===== config.mk =====
export PLATFORM = sky130hd
export DESIGN_NAME = intr_apb_master
export DESIGN_NICKNAME = d
export VERILOG_FILES = /design/src/rtl/intr_pkg.sv /design/src/rtl/intr_svc_engine.sv /design/src/rtl/intr_apb_master.sv
export SDC_FILE = /design/constraint.sdc
export NUM_CORES = 1
export LEC_CHECK = 0
export CAP_MARGIN = 20
export CORE_MARGIN = 5
export CORE_UTILIZATION = 53
export DETAILED_ROUTE_END_ITERATION = 12
export GPL_ROUTABILITY_DRIVEN = 1
export GPL_TIMING_DRIVEN = 0
export PLACE_DENSITY = 0.94
export SYNTH_ARGS = -nofsm -noshare
export SYNTH_HDL_FRONTEND = slang
export SYNTH_SLANG_ARGS = --single-unit

===== constraint.sdc =====
create_clock -name pclk_i -period 3.65 [get_ports pclk_i]
set_input_delay 0.5475 -clock pclk_i [delete_from_list [all_inputs] [get_ports pclk_i]]
set_output_delay 0.5475 -clock pclk_i [all_outputs]
set_load 0.005 [all_outputs]

===== src/rtl/intr_pkg.sv =====
// Shared types and defaults for the interrupt-controller host master:
// APB and service FSM state encodings plus sizing constants.
package intr_pkg;

   localparam int NUM_INTR_DEF = 16;
   localparam int WIDTH_DEF    = $clog2(NUM_INTR_DEF);
   localparam int CNT_W        = 8;

   typedef enum logic [1:0] {
      IDLE   = 2'd0,
      SETUP  = 2'd1,
      ACCESS = 2'd2
   } apb_state_t;

   typedef enum logic [1:0] {
      S_IDLE = 2'd0,
      S_WAIT = 2'd1,
      S_ACK  = 2'd2,
      S_GAP  = 2'd3
   } svc_state_t;

endpackage


===== src/rtl/intr_svc_engine.sv =====
// Interrupt service engine: accepts a pending interrupt, waits SERVICE_CYCLES,
// pulses an acknowledge, then leaves one gap cycle for the controller to update.
module intr_svc_engine
   import intr_pkg::*;
#(
   parameter int WIDTH          = WIDTH_DEF,
   parameter int SERVICE_CYCLES = 4
) (
   input  logic             i_clk,
   input  logic             i_rst_n,
   input  logic             i_intr_valid,
   input  logic [WIDTH-1:0] i_intr_id,
   output logic             o_serviced,
   output logic [WIDTH-1:0] o_serviced_id,
   output logic [15:0]      o_serviced_count,
   output svc_state_t       o_state
);

   localparam logic [CNT_W-1:0] LOAD_VAL = CNT_W'(SERVICE_CYCLES - 1);

   svc_state_t       r_state;
   svc_state_t       w_state_nxt;
   logic [CNT_W-1:0] r_cnt;
   logic [WIDTH-1:0] r_id;
   logic [WIDTH-1:0] r_serviced_id;
   logic [15:0]      r_count;
   logic             w_enter_ack;

   always_comb begin
      w_state_nxt = r_state;
      case (r_state)
         S_IDLE: if (i_intr_valid) w_state_nxt = (SERVICE_CYCLES == 1) ? S_ACK : S_WAIT;
         // The counter reaches zero on the same edge that enters S_ACK.
         S_WAIT: if (r_cnt == CNT_W'(1)) w_state_nxt = S_ACK;
         S_ACK:  w_state_nxt = S_GAP;
         S_GAP:  w_state_nxt = S_IDLE;
         default: w_state_nxt = S_IDLE;
      endcase
   end

   assign w_enter_ack = (w_state_nxt == S_ACK) && (r_state != S_ACK);

   always_ff @(posedge i_clk) begin
      if (!i_rst_n) begin
         r_state       <= S_IDLE;
         r_cnt         <= '0;
         r_id          <= '0;
         r_serviced_id <= '0;
         r_count       <= '0;
      end else begin
         r_state <= w_state_nxt;
         if (r_state == S_IDLE && i_intr_valid) begin
            r_id  <= i_intr_id;
            r_cnt <= LOAD_VAL;
         end else if (r_state == S_WAIT) begin
            r_cnt <= r_cnt - 1'b1;
         end
         // Id and count update together with the pulse so they are valid alongside it.
         if (w_enter_ack) begin
            r_serviced_id <= (r_state == S_IDLE) ? i_intr_id : r_id;
            if (r_count != 16'hFFFF) r_count <= r_count + 16'd1;
         end
      end
   end

   assign o_serviced       = (r_state == S_ACK);
   assign o_serviced_id    = r_serviced_id;
   assign o_serviced_count = r_count;
   assign o_state          = r_state;

endmodule


===== src/rtl/intr_apb_master.sv =====
// Host-side APB initiator: programs the priority registers on request, forwards
// single host commands, and hosts the interrupt service engine.
module intr_apb_master
   import intr_pkg::*;
#(
   parameter int NUM_INTR       = NUM_INTR_DEF,
   parameter int WIDTH          = $clog2(NUM_INTR),
   parameter int SERVICE_CYCLES = 4
) (
   input  logic             pclk_i,
   input  logic             prst_i,
   output logic [WIDTH-1:0] paddr_o,
   output logic [WIDTH-1:0] pwdata_o,
   output logic             pwrite_o,
   output logic             psel_o,
   output logic             penable_o,
   input  logic [WIDTH-1:0] prdata_i,
   input  logic             pready_i,
   input  logic             init_start_i,
   output logic             init_busy_o,
   output logic             init_done_o,
   input  logic             cmd_valid_i,
   output logic             cmd_ready_o,
   input  logic             cmd_write_i,
   input  logic [WIDTH-1:0] cmd_addr_i,
   input  logic [WIDTH-1:0] cmd_wdata_i,
   output logic             rsp_valid_o,
   output logic [WIDTH-1:0] rsp_rdata_o,
   input  logic             intr_valid_i,
   input  logic [WIDTH-1:0] intr_to_service_i,
   output logic             intr_serviced_o,
   output logic [WIDTH-1:0] serviced_id_o,
   output logic [15:0]      serviced_count_o
);

   // Host command handshake: a command transfers on a rising edge where
   // cmd_valid_i and cmd_ready_o are both high; cmd_valid_i may be held while
   // ready is low and the command fields must stay stable until the transfer.

   apb_state_t       r_state;
   apb_state_t       w_state_nxt;
   logic [WIDTH-1:0] r_paddr;
   logic [WIDTH-1:0] r_pwdata;
   logic             r_pwrite;
   logic             r_src_init;
   logic [WIDTH-1:0] r_init_idx;
   logic             r_init_busy;
   logic             r_init_done;
   logic             r_rsp_valid;
   logic [WIDTH-1:0] r_rsp_rdata;
   logic             w_init_go;
   logic             w_cmd_take;
   logic             w_xfer_done;
   logic             w_init_last;
   svc_state_t       w_svc_state;

   assign w_init_go   = (r_state == IDLE) && init_start_i && !r_init_busy;
   // init_start_i in the same cycle wins over a waiting host command.
   assign cmd_ready_o = prst_i && (r_state == IDLE) && !r_init_busy && !init_start_i;
   assign w_cmd_take  = cmd_valid_i && cmd_ready_o;
   assign w_xfer_done = (r_state == ACCESS) && pready_i;
   assign w_init_last = (r_init_idx == WIDTH'(NUM_INTR - 1));

   always_comb begin
      w_state_nxt = r_state;
      case (r_state)
         IDLE:    if (w_init_go || r_init_busy || w_cmd_take) w_state_nxt = SETUP;
         SETUP:   w_state_nxt = ACCESS;
         ACCESS:  if (pready_i) w_state_nxt = IDLE;
         default: w_state_nxt = IDLE;
      endcase
   end

   always_ff @(posedge pclk_i) begin
      if (!prst_i) begin
         r_state     <= IDLE;
         r_paddr     <= '0;
         r_pwdata    <= '0;
         r_pwrite    <= 1'b0;
         r_src_init  <= 1'b0;
         r_init_idx  <= '0;
         r_init_busy <= 1'b0;
         r_init_done <= 1'b0;
         r_rsp_valid <= 1'b0;
         r_rsp_rdata <= '0;
      end else begin
         r_state     <= w_state_nxt;
         r_rsp_valid <= 1'b0;
         if (r_state == IDLE) begin
            if (w_init_go) begin
               r_init_busy <= 1'b1;
               r_init_idx  <= '0;
               r_src_init  <= 1'b1;
               r_paddr     <= '0;
               r_pwdata    <= '0;
               r_pwrite    <= 1'b1;
            end else if (r_init_busy) begin
               r_src_init <= 1'b1;
               r_paddr    <= r_init_idx;
               r_pwdata   <= r_init_idx;
               r_pwrite   <= 1'b1;
            end else if (w_cmd_take) begin
               r_src_init <= 1'b0;
               r_paddr    <= cmd_addr_i;
               r_pwdata   <= cmd_wdata_i;
               r_pwrite   <= cmd_write_i;
            end
         end
         if (w_xfer_done) begin
            if (r_src_init) begin
               r_init_idx <= r_init_idx + 1'b1;
               if (w_init_last) begin
                  r_init_busy <= 1'b0;
                  r_init_done <= 1'b1;
               end
            end else begin
               r_rsp_valid <= 1'b1;
               r_rsp_rdata <= r_pwrite ? '0 : prdata_i;
            end
         end
      end
   end

   assign paddr_o     = r_paddr;
   assign pwdata_o    = r_pwdata;
   assign pwrite_o    = r_pwrite;
   assign psel_o      = (r_state == SETUP) || (r_state == ACCESS);
   assign penable_o   = (r_state == ACCESS);
   assign init_busy_o = r_init_busy;
   assign init_done_o = r_init_done;
   assign rsp_valid_o = r_rsp_valid;
   assign rsp_rdata_o = r_rsp_rdata;

   intr_svc_engine #(
      .WIDTH          (WIDTH),
      .SERVICE_CYCLES (SERVICE_CYCLES)
   ) u_svc (
      .i_clk            (pclk_i),
      .i_rst_n          (prst_i),
      .i_intr_valid     (intr_valid_i),
      .i_intr_id        (intr_to_service_i),
      .o_serviced       (intr_serviced_o),
      .o_serviced_id    (serviced_id_o),
      .o_serviced_count (serviced_count_o),
      .o_state          (w_svc_state)
   );

   logic w_unused;
   assign w_unused = ^w_svc_state;

endmodule


==> flow_metrics.env <==
export IMPL_hold_class="flop to flop"
export IMPL_worst_ep_required_time_ns=3.10
export IMPL_numCtsBuffers=9
export IMPL_sequential_share_of_the_synthesized_area_pct=43.00
export IMPL_hold_viol_final=0
export IMPL_ys_types=42
export IMPL_timing_rr_end="u_svc.o_serviced_count[13]$_SDFFE_PN0P_"
export IMPL_max_clock_freq_mhz=388.5
export IMPL_critPathMaxFanout=7
export IMPL_tns_ns=0
export IMPL_min_delay_path_depth=2
export IMPL_clock_sinks=57
export IMPL_power_leakage_nw=1.297
export IMPL_synth_warn=0
export IMPL_gr_total_overflow=0
export IMPL_die_height_um=80.76
export IMPL_holdCritStartpoint="init_done_o$_SDFFE_PN0P_"
export IMPL_critPathMaxStageDelay_ns=0.65
export IMPL_finish_cell_count_without_fillers=444
export IMPL_crit_chain="clkdlybuf4s50_1 -> and4bb_2 -> clkdlybuf4s50_1"
export IMPL_io_buf_count=62
export IMPL_drt_iter0_drc=138
export IMPL_ctsHtreeMaxLevel=3
export IMPL_std_cell_rows=25
export IMPL_end_kind="output port"
export IMPL_period_needed_ns=2.574
export IMPL_slowest_stage="sky130_fd_sc_hd__clkdlybuf4s50_1"
export IMPL_timing_worst_setup_path_type="primary input to output port"
export IMPL_worst_setup_path_start_kind="primary input"
export IMPL_post_synth_top_area_fraction_pct=43.00
export IMPL_setup_viol=0
export IMPL_worst_clock_skew_ns=0.008344
export IMPL_timing_max_cap_violations=0
export IMPL_post_place_cells=428
export IMPL_tightest_slew_ns=0.9328
export IMPL_antenna_found_initial=0
export IMPL_netlist_top_cell_by_area="sky130_fd_sc_hd__dfxtp_1"
export IMPL_netlist_instances=299
export IMPL_synth_most_common_cell="sky130_fd_sc_hd__dfxtp_1"
export IMPL_worstPathArrival_ns=2.03
export IMPL_synth_main_ff_cell="sky130_fd_sc_hd__dfxtp_1"
export IMPL_cts_reportedPaths_clkPinSlew_ns=0.06
export IMPL_syn2layout_area_growth_pct=33.10
export IMPL_worst_hold_path_endpoint="init_done_o$_SDFFE_PN0P_"
export IMPL_synth_net_count=330
export IMPL_worst_r2r_setup_slack_ns=1.41
export IMPL_crit_buf_inv=2
export IMPL_via_count=2525
export IMPL_cts_tree="done"
export IMPL_fp_dieArea_um2=6522
export IMPL_design_portCount=63
export IMPL_syn_area_per_cell_um2=8.876
export IMPL_num_nets_final=403
export IMPL_routed_wl_um=6851
export IMPL_r2r_start="u_svc.o_serviced_count[0]$_SDFFE_PN0P_"
export IMPL_groute_usage_overall_pct=22.76
export IMPL_routed_vias_inst=5.687
export IMPL_outcome="finished clean"
export IMPL_grt_max_degree=11
export IMPL_clkLatencyLatePin_ns=0.34
export IMPL_grt_pass1_vias=2516
export IMPL_cts_post_setup_buffers_inserted=0
export IMPL_power_total_w=0.001810
export IMPL_synth_async_sr_flop_share_pct=0
export IMPL_list_of_most_frequent_post_synthesis_cells="sky130_fd_sc_hd__dfxtp_1, sky130_fd_sc_hd__nor2_1, sky130_fd_sc_hd__a21oi_1, sky130_fd_sc_hd__nand2_1, sky130_fd_sc_hd__mux2i_1"
export IMPL_place_congestion=0.8844
export IMPL_post_cts_resized=0
export IMPL_number_of_slew_limit_violations_in_the_final_report=0
export IMPL_cp_common_cell="sky130_fd_sc_hd__clkdlybuf4s50_1"
export IMPL_start_util_pct=55.45
export IMPL_drive_above_1_share_pct=5.836
export IMPL_worst_slew_margin_rel_pct=37.68
export IMPL_fp_dieW_um=80.76
export IMPL_detail_route_wl_per_cell_um=15.43
export IMPL_cts_hold_repair_buffers=0
export IMPL_postRouteAntennaNets=0
export IMPL_number_of_antenna_cells_inserted=0
export IMPL_worst_vdd_rail_ir_drop_v=0.0004393
export IMPL_synth_enable_flop_cells=0
export IMPL_cts_root_buffer="sky130_fd_sc_hd__clkbuf_8"
export IMPL_synth_area_um2=2654
export IMPL_layout_worst_path_cycle_share_pct=70.52
export IMPL_dp_hpwl_um=4886
export IMPL_first_pass_grt_wire_length_um=11360
export IMPL_synth_seq_cells=57
export IMPL_rr_worst_depth=6
export IMPL_cts_buffer_depth=2
export IMPL_power_per_cell_area_nw_per_um2=512.6
export IMPL_post_synth_main_area_contributors="sky130_fd_sc_hd__dfxtp_1, sky130_fd_sc_hd__mux2i_1, sky130_fd_sc_hd__a21oi_1"
export IMPL_post_route_drc_count=0
export IMPL_placeableCoreArea_um2=4786
export IMPL_cp_top_family="buffers and inverters"
export IMPL_grt_setup_unrepaired="false"
export IMPL_dr_pass1_iters=4
[routing by layer]
metal / vias to the layer above / routed length [µm] / GRT usage, %
met1: 1199 / 2924 / 26.37
li1: 1243 / - / -
met3: 12 / 324 / 6.319
met4: 0 / 131 / 11.15
met2: 71 / 3470 / 38.66
met5: - / 0 / 0
[registers in the layout, summed over array words and instances (netlist names), 2 cells and up]
signal,cells
paddr_o,4
pwdata_o,4
r_init_idx,4
r_state,2
rsp_rdata_o,4
u_svc.o_serviced_count,16
u_svc.o_serviced_id,4
u_svc.o_state,2
u_svc.r_cnt,8
u_svc.r_id,4
[area by class of cell]
cell class,instances,area (µm²)
plain buffers,12,58.81
clock buffers,13,158.9
clock inverters,3,15.01
fillers,352,1254
inverters,11,41.29
multi-input cells,219,1413
flip-flops and latches,57,1141
well taps,67,83.83
repair buffers,62,620.6
[stage by stage]
stage | instance area (µm²) | hold slack [ns] | setup slack, ns | utilization (%)
6_report | 3532 | 0.4599 | 1.076 | 73.80
5_1_grt | 3532 | 0.4918 | 1.015 | 73.80
3_3_place_gp | 3358 | 0.4514 | 1.078 | 70.17
4_1_cts | 3532 | 0.4599 | 1.082 | 73.80
3_5_place_dp | 3358 | 0.4501 | 1.090 | 70.17
2_1_floorplan | 2654 | 0.4421 | 1.911 | -
[where the power goes]
| part | switching (W) | internal, W | leakage [nW] | total [W] |
|---|---|---|---|---|
| logic | 0.000277 | 0.000259 | 0.740 | 0.000536 |
| clock network | 0.000241 | 0.000280 | 0.0932 | 0.000521 |
| registers | 0.0000537 | 0.000700 | 0.464 | 0.000753 |
| total | 0.000571 | 0.00124 | 1.30 | 0.00181 |
[layout by cell type (no fill, tap or decap), types with 4 or more instances in the layout]
master / Yosys / final
sky130_fd_sc_hd__o31ai_1: 6 / 6
sky130_fd_sc_hd__inv_1: 10 / 10
sky130_fd_sc_hd__nand4_1: 5 / 5
sky130_fd_sc_hd__nand2b_1: 8 / 8
sky130_fd_sc_hd__or4_1: 6 / 6
sky130_fd_sc_hd__clkbuf_1: 8 / 10
sky130_fd_sc_hd__dfxtp_1: 57 / 57
sky130_fd_sc_hd__a22o_1: 4 / 4
sky130_fd_sc_hd__and3_1: 4 / 4
sky130_fd_sc_hd__a22oi_1: 9 / 9
sky130_fd_sc_hd__a21oi_1: 28 / 28
sky130_fd_sc_hd__o21ai_0: 7 / 7
sky130_fd_sc_hd__ha_1: 8 / 8
sky130_fd_sc_hd__clkbuf_8: 0 / 11
sky130_fd_sc_hd__nand2_1: 23 / 23
sky130_fd_sc_hd__nor2_1: 31 / 31
sky130_fd_sc_hd__nor4_1: 9 / 9
sky130_fd_sc_hd__nand3_1: 13 / 13
sky130_fd_sc_hd__mux2i_1: 17 / 17
sky130_fd_sc_hd__a211oi_1: 10 / 10
sky130_fd_sc_hd__clkdlybuf4s50_1: 0 / 62
[worst max path at each step]
stage	startpoint	cells after the start	endpoint
floorplan	u_svc.o_serviced_count[0]$_SDFFE_PN0P_	6	u_svc.o_serviced_count[13]$_SDFFE_PN0P_
global placement	prst_i	3	cmd_ready_o
detailed placement	prst_i	3	cmd_ready_o
CTS	prst_i	3	cmd_ready_o
global route	prst_i	3	cmd_ready_o
finish	prst_i	3	cmd_ready_o
[worst register-to-register path: stages (launching register included)]
cell                      delay [ns]
sky130_fd_sc_hd__dfxtp_1        0.38
sky130_fd_sc_hd__ha_1           0.24
sky130_fd_sc_hd__nand4_1        0.16
sky130_fd_sc_hd__nor4_2         0.83
sky130_fd_sc_hd__buf_4          0.30
sky130_fd_sc_hd__nor4_1         0.08
sky130_fd_sc_hd__mux2i_1        0.12
[cell families (layout without fill, tap and decap cells)]
| logic type | count (synthesis) | count (layout) | share of synthesized area [%] |
|---|---|---|---|
| compound gates | 70 | 70 | 16.78 |
| xor+xnor | 4 | 4 | 1.320 |
| fa+ha+maj | 8 | 8 | 3.772 |
| buf+inv | 23 | 101 | 3.772 |
| flops | 57 | 57 | 43.00 |
| mux | 17 | 17 | 6.412 |
| simple gates | 120 | 120 | 24.94 |
Note: power is estimated with default switching activity, not from simulation.
